**src/rtl/microtile_switch_ctrl.sv**
```systemverilog
// Switch-over sequencer for micro-tiles sharing one I/O container: quiesces the
// outgoing tile, moves the output mux, then holds the incoming tile in reset before release.
module microtile_switch_ctrl #(
    parameter int N_TILES   = 4,
    parameter int SEL_W     = 2,
    parameter int GUARD_CYC = 2,
    parameter int RST_CYC   = 4,
    parameter int DWELL_CYC = 256
) (
    input  logic               clk,
    input  logic               rst,
    input  logic [SEL_W-1:0]   req_sel,
    input  logic               req_valid,
    output logic               req_ready,
    input  logic               auto_en,
    output logic [SEL_W-1:0]   sel,
    output logic [N_TILES-1:0] tile_clk_en,
    output logic [N_TILES-1:0] tile_rst_n,
    output logic               busy,
    output logic               switch_done
);

    typedef enum logic [1:0] {
        RUN,
        QUIESCE,
        SWITCH,
        HOLD_RST
    } state_t;

    localparam int CNT_MAX = (GUARD_CYC > RST_CYC) ? GUARD_CYC : RST_CYC;
    localparam int CNT_W   = (CNT_MAX > 1) ? $clog2(CNT_MAX) : 1;
    localparam int DWELL_W = $clog2(DWELL_CYC);

    localparam logic [CNT_W-1:0]   GUARD_LAST = CNT_W'(GUARD_CYC - 1);
    localparam logic [CNT_W-1:0]   RST_LAST   = CNT_W'(RST_CYC - 1);
    localparam logic [DWELL_W-1:0] DWELL_LAST = DWELL_W'(DWELL_CYC - 1);
    localparam logic [SEL_W-1:0]   LAST_TILE  = SEL_W'(N_TILES - 1);

    state_t             state;
    logic [CNT_W-1:0]   cnt;
    logic [DWELL_W-1:0] dwell;
    logic [SEL_W-1:0]   target;

    logic               accept;
    logic               req_in_range;
    logic               expire;
    logic [SEL_W-1:0]   next_tile;

    function automatic logic [N_TILES-1:0] one_hot(input logic [SEL_W-1:0] idx);
        one_hot = {{(N_TILES-1){1'b0}}, 1'b1} << idx;
    endfunction

    assign accept       = req_valid && req_ready;
    assign req_in_range = ({1'b0, req_sel} < (SEL_W+1)'(N_TILES));
    assign expire       = auto_en && (dwell == DWELL_LAST);
    assign next_tile    = (sel == LAST_TILE) ? '0 : sel + SEL_W'(1);

    // Outputs are registered alongside the state so they always show the state being entered.
    always_ff @(posedge clk or posedge rst) begin
        if (rst) begin
            state       <= HOLD_RST;
            cnt         <= '0;
            dwell       <= '0;
            target      <= '0;
            sel         <= '0;
            tile_clk_en <= one_hot('0);
            tile_rst_n  <= '0;
            busy        <= 1'b1;
            req_ready   <= 1'b0;
            switch_done <= 1'b0;
        end else begin
            switch_done <= 1'b0;
            case (state)
                RUN: begin
                    // An out-of-range request is consumed but ignored, so auto-scan carries on.
                    if ((accept && req_in_range) || expire) begin
                        state       <= QUIESCE;
                        target      <= (accept && req_in_range) ? req_sel : next_tile;
                        cnt         <= '0;
                        dwell       <= '0;
                        tile_clk_en <= '0;
                        tile_rst_n  <= '0;
                        busy        <= 1'b1;
                        req_ready   <= 1'b0;
                    end else begin
                        dwell <= auto_en ? dwell + DWELL_W'(1) : '0;
                    end
                end
                QUIESCE: begin
                    if (cnt == GUARD_LAST) begin
                        state <= SWITCH;
                        sel   <= target;
                        cnt   <= '0;
                    end else begin
                        cnt <= cnt + CNT_W'(1);
                    end
                end
                SWITCH: begin
                    state       <= HOLD_RST;
                    cnt         <= '0;
                    tile_clk_en <= one_hot(sel);
                end
                HOLD_RST: begin
                    if (cnt == RST_LAST) begin
                        state       <= RUN;
                        cnt         <= '0;
                        dwell       <= '0;
                        tile_rst_n  <= one_hot(sel);
                        busy        <= 1'b0;
                        req_ready   <= 1'b1;
                        switch_done <= 1'b1;
                    end else begin
                        cnt <= cnt + CNT_W'(1);
                    end
                end
                default: begin
                    state       <= HOLD_RST;
                    cnt         <= '0;
                    tile_clk_en <= one_hot(sel);
                    tile_rst_n  <= '0;
                    busy        <= 1'b1;
                    req_ready   <= 1'b0;
                end
            endcase
        end
    end

endmodule

```
**config.mk**
```make
export PLATFORM = sky130hd
export DESIGN_NAME = microtile_switch_ctrl
export DESIGN_NICKNAME = d
export VERILOG_FILES = /design/src/rtl/microtile_switch_ctrl.sv
export SDC_FILE = /design/constraint.sdc
export NUM_CORES = 1
export LEC_CHECK = 0
export ABC_AREA = 1
export CAP_MARGIN = 20
export CELL_PAD_IN_SITES_DETAIL_PLACEMENT = 1
export CELL_PAD_IN_SITES_GLOBAL_PLACEMENT = 1
export CORE_MARGIN = 2
export CORE_UTILIZATION = 40
export DETAILED_ROUTE_END_ITERATION = 10
export PLACE_DENSITY_LB_ADDON = 0.1
export REMOVE_ABC_BUFFERS = 1
export SLEW_MARGIN = 20
export SYNTH_ARGS = -nofsm -noshare
export SYNTH_HDL_FRONTEND = slang
export SYNTH_SLANG_ARGS = --single-unit
```
**constraint.sdc**
```tcl
create_clock -name clk -period 1.68 [get_ports clk]
set_clock_uncertainty 0.1 [all_clocks]
set_input_delay 0.42 -clock clk [delete_from_list [all_inputs] [get_ports clk]]
set_output_delay 0.42 -clock clk [all_outputs]
set_load 0.03 [all_outputs]
```
# Word level (Yosys, flattened, before mapping)

Cells that the tools add are included.

Register bits: 27
Bits of input ports: 6
Output and inout port bits: 13
Logic and storage cells: 62

Add/subtract/negate cells: 3
Equality and inequality tests: 10
Shift operators: 1
Multiplexer cells: 26
Reduce and logical (&&, ||, !) cells: 12

Operators by type and width:

| cell                                                                   | number |
|---|---|
| 8-bit 2-to-1 mux                                                       | 3 |
| 2-bit 2-to-1 mux                                                       | 8 |
| 2-bit case mux with 4 select lines                                     | 2 |
| 4-bit case mux with 2 select lines                                     | 2 |
| 8-bit case mux with 2 select lines                                     | 1 |
| 8-bit by 1-bit adder with 8-bit output (second input constant)         | 1 |
| 2-bit equality test (second input constant)                            | 4 |
| 8-bit equality test (second input constant)                            | 1 |
| 4-bit 2-to-1 mux                                                       | 2 |
| 2-bit AND reduction                                                    | 4 |
| 1-bit 2-to-1 mux                                                       | 6 |
| 2-bit != test (second input constant)                                  | 3 |
| 3-bit AND reduction                                                    | 2 |
| 2-bit by 1-bit adder with 2-bit output (second input constant)         | 2 |
| 2-bit by 1-bit equality test with 1-bit output (second input constant) | 2 |
| 1-bit case mux with 2 select lines                                     | 2 |
| 2-bit nonzero test                                                     | 2 |
| 1-bit by 2-bit left shift with 4-bit output (first input constant)     | 1 |
| 1-bit logical AND                                                      | 2 |
| 2-bit zero test                                                        | 1 |
| 1-bit logical OR                                                       | 1 |

# Longest topological paths before layout

Gate-level depths: netlist (run 1).

Word-level depth: 5
Depth in mapped cells: 8
Depth with buffers taken out: 8

# Worst setup path before layout (run 1)

OpenSTA, ideal clock, no wires.

Path kind: register -> register
Start point: reg state[0]
End point: reg tile_clk_en[1]
Setup time: 65 ps
Arrival time: 1353 ps
Required time: 1515 ps
Setup slack: 162 ps
Cell stages (with the launch flop): 7
Buffers on the path: 0
Period minus slack after synthesis: 1518 ps
Cells stage by stage: dfstp_2 > inv_1 > ha_1 > or2_2 > nand2_1 > nand2_1 > nand2_1

Word-level cells in the longest chain between the ends: 3
Elaborated cells on any way between the ends: 6
Classes of those cells: eq/ne (2); mux (1); reduce/logical (3)

Ends and longest elaborated chain:

| item                                                          | RTL line | source |
|---|---|---|
| from (decl)                                                   | 39       | `state_t state;` |
| from (signal assigned)                                        | 61       | `state <= HOLD_RST;` |
| from (signal assigned)                                        | 77       | `state <= QUIESCE;` |
| from (signal assigned)                                        | 91       | `state <= SWITCH;` |
| 2-bit equality test or 2-bit zero test (tied branches)        | 73       | `case (state)` |
| 2-bit nonzero test (no line) or 2-bit != test (tied branches) | --       |  |
| 2-bit AND reduction (no line)                                 | --       |  |
| to (signal assigned)                                          | 66       | `tile_clk_en <= one_hot('0);` |
| to (signal assigned)                                          | 101      | `tile_clk_en <= one_hot(sel);` |
| to (signal assigned)                                          | 119      | `tile_clk_en <= one_hot(sel);` |
| to (decl)                                                     | 17       | `output logic [N_TILES-1:0] tile_clk_en,` |

Parallel ways exist; a longest one is shown, timed or not.
A chain may end at the register's enable or synchronous reset.

# Worst setup path in the final report (run 1)

Start point: reg tile_rst_n[0]
End point: out tile_rst_n[0]

RTL lines:

| item                   | RTL line | source |
|---|---|---|
| from (decl)            | 18       | `output logic [N_TILES-1:0] tile_rst_n,` |
| from (signal assigned) | 108      | `tile_rst_n <= one_hot(sel);` |

No word-level cell between the ends.

==> run_results.csv, run 1 <==
group,metric,value,unit
final_layout,regArea,681,um^2
global_route,grt_start_max_net_pins,28,
final_layout,final_common_cell,"nand2_1",
yosys,synthCells,172,
placed_design,pre_cts_ws,-0.183,ns
critical_path,slowest_stage,"dlygate4sd2_1",
floorplan,start_util,0.426,
global_route,grt_overflow,0,
yosys,yosys-top-cells-area,"dfrtp_1, nand2_1, ha_1, dfstp_2, inv_1",
clock_tree,clk_pin_slew,0.15,ns
final_layout,final_cell_mix,"nand2_1, dfrtp_1, inv_1",
critical_path,cp-end-kind,"primary output",
critical_path,r2r-start,"state[0]",
yosys,yosysWarningCount,0,
sta,fin_crit_sh,0.966,
floorplan,fp.dieW,64.3,um
floorplan,dieArea,4130,um^2
critical_path,cp_max_fo,2,
critical_path,critPathRequiredTime,1.16,ns
yosys,async_flop_share,1.00,
yosys,ys_seq_elements,27,
critical_path,cp.arrival,1.10,ns
critical_path,rrSetupSlack,0.07,ns
critical_path,cp.buffers_inverters,1,
min_path,hold_class,"in2async",
detailed_routing,vias,1246,
sta,relSlewSlack,0.769,
outcome,outcome,"finished clean",
clock_tree,clkSinkCount,27,
detailed_routing,drc,0,
final_layout,multi_input_area,724,um^2
power,p_leak,0.979,nW
global_route,grt_pass1_vias,1334,
sta,slew_violations,0,
sta,rsz0062_at_grt,"yes",
floorplan,io_pins,19,
sta,whs,0.345,ns
global_route,use_met1,0.242,
clock_tree,numCtsBuffers,3,
clock_tree,clock_latency,0.32,ns
final_layout,n_fill_cell,428,
power,fin_total_pwr,3.04,mW
yosys,synth_edf_count,0,
critical_path,cp_top_family,"buffers and inverters",
global_route,grt_use_met3,0.0264,
placed_design,dp.cells,244,
yosys,syn_avg_cell_area,8.45,um^2
yosys,seq_area_frac_synth,0.468,
detailed_routing,wl,3570,um
critical_path,r2r_end,"tile_clk_en[2]",
clock_tree,cts_max_level,1,
sta,layout_min_cycle_time,1.62,ns
global_route,grt_usage,0.184,
final_layout,fin_nets,227,
power,p_per_area,1650,nW/um^2
critical_path,path_cells,"dlygate4sd2_1",
critical_path,r2r_cells,6,
sta,clock.fmax,0.616,GHz
placed_design,numPortBuffers,18,
global_route,antenna_found_initial,0,
sta,finalSetupViolCount,0,
global_route,top_usage_layer,"met2",
final_layout,area_growth,26.8,%
power,vdd_drop_max,0.807,mV
sta,fin_tns_setup,0,ns
global_route,grt_pass1_wl,6020,um
placed_design,gp_congestion,0.763,
yosys,yosys.area.top_type_share,0.396,
yosys,synth_flop_cell,"dfrtp_1",
sta,hold_violations,0,
yosys,yosysTopAreaCell,"dfrtp_1",
yosys,syn-cell-area,1450,um^2
sta,tightest_slew,0.346,ns
sta,worst_slack,0.0574,ns
final_layout,drive_gt1_frac,0.192,
clock_tree,postCtsHoldBufs,0,
floorplan,core,3420,um^2
detailed_routing,drt_iter0_drc,44,
detailed_routing,vias_per_cell,4.91,
final_layout,n_antenna_cell,0,
floorplan,row_count,21,
critical_path,start_kind,"flip-flop",
yosys,synth.distinct_cells,20,
detailed_routing,postRouteAntennaNets,0,
critical_path,slowest_delay,0.41,ns
placed_design,place_hpwl,2650,um
floorplan,fp.dieH,64.3,um
global_route,met2_usage,0.318,
detailed_routing,drt-wirelength-per-cell,14.1,um
clock_tree,root_buffer,"clkbuf_4",
clock_tree,ctsLongestPathBuffers,2,
final_layout,stdcell_count,254,
clock_tree,cts_tree,"done",
critical_path,worstSetupPathType,"reg2out",
flow_run,drv_cap,0,
detailed_routing,drt_pass1_iterations,4,
==> stage by stage <==
step / util / area (um^2)
3_3_place_gp: 0.509 / 1740
6_report: 0.540 / 1840
5_1_grt: 0.540 / 1840
2_1_floorplan: - / 1440
3_5_place_dp: 0.509 / 1740
4_1_cts: 0.524 / 1790
==> synthesized netlist by cell type, types with 3 or more instances <==
| library cell | count |
|---|---|
| nand2_1 | 56 |
| dfrtp_1 | 23 |
| inv_1 | 23 |
| nand3_1 | 16 |
| o21ai_0 | 14 |
| ha_1 | 12 |
| nor2_1 | 6 |
| dfstp_2 | 4 |
| nand2_2 | 3 |
==> cell type report <==
cell class                 instances  share of cell area
clock buffer                       4              0.0143
inverter                          23              0.0468
multi-input combinational        122               0.393
sequential                        27               0.369
tap                               46              0.0312
timing repair buffer              32               0.145
==> flip-flops by register name (all words and copies together) (netlist names), 2 cells and up <==
register,count
tile_rst_n,4
dwell,8
tile_clk_en,4
cnt,2
sel,2
state,2
target,2
==> worst max path at each step <==
stage                   from             end  cells after the start
3_5_place_dp         auto_en  tile_clk_en[2]                      8
4_1_cts               sel[1]          sel[1]                      1
6_report       tile_rst_n[0]   tile_rst_n[0]                      1
5_1_grt             dwell[1]          cnt[1]                      8
3_3_place_gp         auto_en  tile_clk_en[3]                      8
2_1_floorplan       state[0]  tile_clk_en[1]                      6
==> routing by layer <==
layer | part of all wire | vias up | wire length [um]
li1 | - | 621 | -
met1 | 0.47 | 594 | 1670
met2 | 0.49 | 25 | 1740
met3 | 0.029 | 6 | 104
met5 | 0 | - | 0
met4 | 0.017 | 0 | 60
==> where the power goes <==
part           switching (mW)  internal (mW)  total (mW)
sequential              0.157          0.892        1.05
combinational            1.06          0.657        1.71
clock                   0.190         0.0927       0.282
==> cells by family (layout without fill, tap and decap cells) <==
family / count (synthesis) / after routing / share of synthesized area
multiplexers: 2 / 2 / 0.0138
adder cells (fa/ha/maj): 12 / 12 / 0.103
AO/OA/AOI/OAI: 18 / 18 / 0.0637
AND/OR/NAND/NOR: 86 / 87 / 0.263
flip-flops: 27 / 27 / 0.468
XOR/XNOR: 3 / 3 / 0.0181
buffers and inverters: 24 / 59 / 0.0697
==> repair_timing <==
| action | CTS | global route |
|---|---|---|
| resized for setup | 15 | 16 |
| buffers inserted | 4 | 1 |
| endpoints found under the setup margin | 22 | 23 |
| cloned | 0 | 1 |
(Power assumes the default switching activity.)
==> run 2, diff against run 1 <==
==> constraint.sdc (replaced) <==
create_clock -name clk -period 1.5 [get_ports clk]
set_clock_uncertainty 0.1 [all_clocks]
set_input_delay 0.375 -clock clk [delete_from_list [all_inputs] [get_ports clk]]
set_output_delay 0.375 -clock clk [all_outputs]
set_load 0.03 [all_outputs]
==> run_results.csv, run 2 (synthesis results as in run 1) <==
group,metric,value,unit
outcome,outcome,"finished with violations",
outcome,violations,"setup timing",
critical_path,cp.arrival,1.96,ns
detailed_routing,postRouteAntennaNets,0,
detailed_routing,vias_per_cell,5.33,
critical_path,slowest_delay,0.40,ns
floorplan,core,3420,um^2
final_layout,drive_gt1_frac,0.409,
clock_tree,ctsLongestPathBuffers,2,
placed_design,place_area,1850,um^2
final_layout,n_antenna_cell,0,
critical_path,start_kind,"flip-flop",
detailed_routing,wl,5360,um
global_route,grt_pass1_vias,1604,
final_layout,multi_input_area,835,um^2
critical_path,r2r-start,"dwell[1]",
sta,hold_violations,0,
sta,finalSetupViolCount,24,
sta,tightest_slew,0.357,ns
global_route,antenna_found_initial,0,
power,p_per_area,2080,nW/um^2
critical_path,r2r_cells,8,
final_layout,stdcell_count,276,
final_layout,final_common_cell,"nand2_1",
floorplan,io_pins,19,
clock_tree,cts_max_level,1,
clock_tree,clk_pin_slew,0.16,ns
flow_run,drv_cap,0,
final_layout,regArea,682,um^2
detailed_routing,drt_pass1_iterations,4,
critical_path,cp_max_fo,4,
sta,rsz0062_at_grt,"yes",
final_layout,top_register,"dwell",
floorplan,start_util,0.426,
placed_design,gp_congestion,0.779,
critical_path,path_cells,"buf_4 > buf_4 > nand3_1 > nor2_1 > nand2_1 > nand2_1 > nand2_1 > o21ai_0",
clock_tree,postCtsHoldBufs,0,
final_layout,n_fill_cell,403,
critical_path,worstSetupPathType,"reg2reg",
final_layout,finalInstanceArea,2150,um^2
min_path,hold_class,"in2async",
sta,clock.fmax,0.550,GHz
sta,fin_crit_sh,1.21,
clock_tree,cts_tree,"done",
floorplan,fp.dieH,64.3,um
placed_design,numPortBuffers,18,
critical_path,r2r_end,"dwell[7]",
floorplan,row_count,21,
final_layout,final_cell_mix,"nand2_1, buf_4, dfrtp_1",
global_route,grt_start_max_net_pins,17,
sta,slew_violations,0,
floorplan,fp.dieW,64.3,um
floorplan,dieArea,4130,um^2
global_route,grt_pass1_wl,8020,um
final_layout,largestRegisters,"dwell (8), tile_clk_en (4), tile_rst_n (4)",
power,vdd_drop_max,1.21,mV
detailed_routing,drt_iter0_drc,51,
detailed_routing,drt-wirelength-per-cell,19.4,um
detailed_routing,vias,1471,
critical_path,critPathRequiredTime,1.64,ns
critical_path,rrSetupSlack,-0.32,ns
final_layout,fin_nets,249,
power,p_leak,1.12,nW
placed_design,dp.cells,261,
final_layout,largest_register_ffs,8,
clock_tree,clkSinkCount,27,
clock_tree,numCtsBuffers,3,
global_route,grt_overflow,0,
critical_path,crit_top_cell,"nand2_1",
critical_path,slowest_stage,"dfrtp_1",
sta,worst_slack,-0.318,ns
detailed_routing,drc,0,
placed_design,pre_cts_ws,-0.254,ns
critical_path,setup.worst_path.start,"dwell[1]",
sta,layout_min_cycle_time,1.82,ns
critical_path,cp-end-kind,"flip-flop",
sta,relSlewSlack,0.759,
global_route,grt_usage,0.258,
placed_design,place_hpwl,2920,um
clock_tree,clock_latency,0.34,ns
clock_tree,root_buffer,"clkbuf_4",
final_layout,area_growth,47.6,%
run 2: changes by cell type in the layout (fill, tap and decap cells not counted), moves of 6 or more:
cell           before  now
nand2_1            54   48
buf_6               0   12
o21ai_0            12    5
buf_4              16   34
o21ai_1             2    8
dlygate4sd2_1       6    0
run 2: power breakdown:
| group | internal (mW) | switching [mW] | leakage [nW] | total (mW) |
|---|---|---|---|---|
| clock | 0.100 | 0.240 | 0.0177 | 0.340 |
| combinational | 1.29 | 1.62 | 0.751 | 2.91 |
| sequential | 1.00 | 0.216 | 0.351 | 1.22 |
| total | 2.39 | 2.08 | 1.12 | 4.47 |
run 2: what timing repair did:
action / in CTS / in global routing
cloned: 1 / 0
setup endpoints to repair: 29 / 31
pin swaps: 23 / 3
gates resized for setup: 61 / 18
buffers inserted: 9 / 1
run 2: stage by stage:
step	total power [mW]	util	TNS (ns)	hold slack, ns
finish	4.47	0.628	-1.72	0.246
floorplan	2.28	-	-0.0699	0.325
detailed placement	3.23	0.541	-4.76	0.364
CTS	4.13	0.619	-0.371	0.263
global placement	3.12	0.541	-3.70	0.355
global route	4.73	0.628	-3.52	0.274
run 2: worst max path at each step:
| stage | end | cells past startpoint |
|---|---|---|
| 5_1_grt | dwell[7] | 8 |
| 3_3_place_gp | dwell[4] | 4 |
| 4_1_cts | cnt[0] | 8 |
| 2_1_floorplan | tile_clk_en[1] | 6 |
| 6_report | dwell[7] | 8 |
| 3_5_place_dp | dwell[4] | 5 |
run 2: critical path: cells and delay by family, from the launching register on:
family,cells,cell delay [ns]
AO/OA/AOI/OAI,1,0.24
flip-flops,1,0.40
AND/OR/NAND/NOR,5,0.77
buffers and inverters,2,0.21
run 2: layout make-up:
cell class | count | area share
clock buffer | 3 | 0.0105
tap | 46 | 0.0268
multi-input combinational | 122 | 0.389
inverter | 23 | 0.0414
timing repair buffer | 54 | 0.212
clock inverter | 1 | 0.00233
sequential | 27 | 0.318
run 2: layer usage:
metal  vias up  GRT usage  share of wire
li1        660          -              -
met1       724      0.290           0.39
met2        59      0.490           0.52
met3        28     0.0299          0.041
met4         0      0.106          0.054
met5         -          0              0
==> run 3, diff against run 2 <==
--- a/config.mk
+++ b/config.mk
@@ -10,7 +10,7 @@
 export CELL_PAD_IN_SITES_DETAIL_PLACEMENT = 1
 export CELL_PAD_IN_SITES_GLOBAL_PLACEMENT = 1
 export CORE_MARGIN = 2
-export CORE_UTILIZATION = 40
+export CORE_UTILIZATION = 43
 export DETAILED_ROUTE_END_ITERATION = 10
 export PLACE_DENSITY_LB_ADDON = 0.1
 export REMOVE_ABC_BUFFERS = 1
==> constraint.sdc (replaced) <==
create_clock -name clk -period 2.1 [get_ports clk]
set_clock_uncertainty 0.1 [all_clocks]
set_input_delay 0.21 -clock clk [delete_from_list [all_inputs] [get_ports clk]]
set_output_delay 0.21 -clock clk [all_outputs]
set_load 0.03 [all_outputs]
==> run_results.csv, run 3 (synthesis results as in run 1) <==
group,metric,value,unit
outcome,outcome,"finished clean",
final_layout,final_util,0.521,
global_route,grt_start_max_net_pins,28,
power,fin_total_pwr,2.25,mW
global_route,grt_usage,0.188,
detailed_routing,drt_iter0_drc,66,
sta,fin_tns_setup,0,ns
floorplan,fp.dieW,62.1,um
floorplan,io_pins,19,
final_layout,area_growth,17.7,%
power,p_per_area,1310,nW/um^2
placed_design,place_area,1680,um^2
detailed_routing,drt_pass1_iterations,4,
sta,slew_violations,0,
clock_tree,root_buffer,"clkbuf_4",
power,p_leak,0.876,nW
critical_path,cp_max_fo,2,
final_layout,regArea,681,um^2
floorplan,fp.dieH,62.1,um
clock_tree,cts_tree,"done",
sta,layout_min_cycle_time,1.86,ns
sta,whs,0.154,ns
sta,relSlewSlack,0.764,
critical_path,cp_top_family,"buffers and inverters",
detailed_routing,wl,3320,um
clock_tree,ctsLongestPathBuffers,2,
global_route,grt_pass1_vias,1290,
final_layout,multi_input_area,672,um^2
critical_path,path_cells,"clkdlybuf4s50_1",
final_layout,n_fill_cell,396,
detailed_routing,drt-wirelength-per-cell,13.8,um
floorplan,core,3280,um^2
final_layout,n_antenna_cell,0,
power,vdd_drop_max,0.569,mV
critical_path,worstSetupPathType,"reg2out",
final_layout,fin_nets,213,
clock_tree,cts_resized,0,
detailed_routing,vias_per_cell,4.95,
sta,hold_violations,0,
floorplan,dieArea,3860,um^2
detailed_routing,postRouteAntennaNets,0,
critical_path,slowest_delay,0.66,ns
min_path,hold_class,"in2async",
placed_design,numPortBuffers,18,
floorplan,start_util,0.443,
global_route,antenna_found_initial,0,
sta,clock.fmax,0.537,GHz
clock_tree,postCtsSetupRepairBufs,0,
sta,finalSetupViolCount,0,
final_layout,final_common_cell,"nand2_1",
floorplan,row_count,21,
placed_design,place_hpwl,2640,um
sta,fin_crit_sh,0.887,
clock_tree,cts_max_level,1,
sta,rsz0062_at_grt,"no",
sta,tightest_slew,0.354,ns
final_layout,largestRegisters,"dwell (8), tile_clk_en (4), tile_rst_n (4)",
clock_tree,numCtsBuffers,3,
critical_path,critPathRequiredTime,1.79,ns
clock_tree,postCtsHoldBufs,0,
clock_tree,clock_latency,0.33,ns
critical_path,cp-end-kind,"primary output",
final_layout,drive_gt1_frac,0.0825,
clock_tree,clkSinkCount,27,
final_layout,largest_register_ffs,8,
final_layout,finalInstanceArea,1710,um^2
critical_path,cp.arrival,1.55,ns
detailed_routing,drc,0,
final_layout,top_register,"dwell",
critical_path,cp.buffers_inverters,1,
global_route,grt_pass1_wl,5840,um
detailed_routing,vias,1188,
placed_design,gp_congestion,0.758,
critical_path,slowest_stage,"clkdlybuf4s50_1",
final_layout,final_cell_mix,"nand2_1, inv_1, dfrtp_1",
flow_run,drv_cap,0,
global_route,grt_overflow,0,
critical_path,start_kind,"flip-flop",
clock_tree,clk_pin_slew,0.15,ns
==> run 3: changes by cell type in the layout (fill, tap and decap cells not counted), moves of 8 or more <==
| cell | previous run | this run |
|---|---|---|
| clkdlybuf4s50_1 | 5 | 18 |
| buf_6 | 12 | 0 |
| o21ai_1 | 8 | 0 |
| o21ai_0 | 5 | 14 |
| nand2_1 | 48 | 56 |
| buf_4 | 34 | 1 |
==> run 3: through the flow <==
step / std cells / worst slack [ns]
2_1_floorplan: 171 / 0.580
3_3_place_gp: 236 / 0.415
3_5_place_dp: 236 / 0.350
4_1_cts: 240 / 0.228
5_1_grt: 240 / 0.153
6_report: 240 / 0.238
==> run 3: power by group <==
| part | internal [mW] | switching [mW] | leakage, nW |
|---|---|---|---|
| registers | 0.713 | 0.137 | 0.352 |
| clock network | 0.0715 | 0.158 | 0.0177 |
| logic | 0.425 | 0.740 | 0.506 |
| total | 1.21 | 1.04 | 0.876 |
==> run 3: cell type report <==
class,count,share of cell area
clock buffer,3,0.0132
multi-input combinational,121,0.393
sequential,27,0.398
clock inverter,1,0.00292
timing repair buffer,19,0.110
tap,46,0.0336
inverter,23,0.0504
==> run 3: metal layers <==
metal | up-vias | GRT usage | routed length, um
li1 | 585 | - | -
met1 | 589 | 0.230 | 1500
met2 | 10 | 0.340 | 1740
met3 | 4 | 0.0217 | 54
met4 | 0 | 0.0722 | 34
met5 | - | 0 | 0
==> run 3: path summary, 6_finish.rpt <==
path,end,start,depth (start not counted),slack (ns)
worst max-delay path,tile_clk_en[0],tile_clk_en[0],1,0.24
worst min-delay path,sel[1],rst,3,0.15
worst max register to register,tile_rst_n[1],dwell[1],8,0.31
worst min register to register,busy,busy,2,0.38
max in group asynchronous,state[1],rst,3,1.43
min in group clk,busy,busy,2,0.38
==> run 3: tightest hold or removal path, stage by stage <==
cell and delay, ns:
clkdlybuf4s50_1 0.41, inv_1 0.06, buf_4 0.33
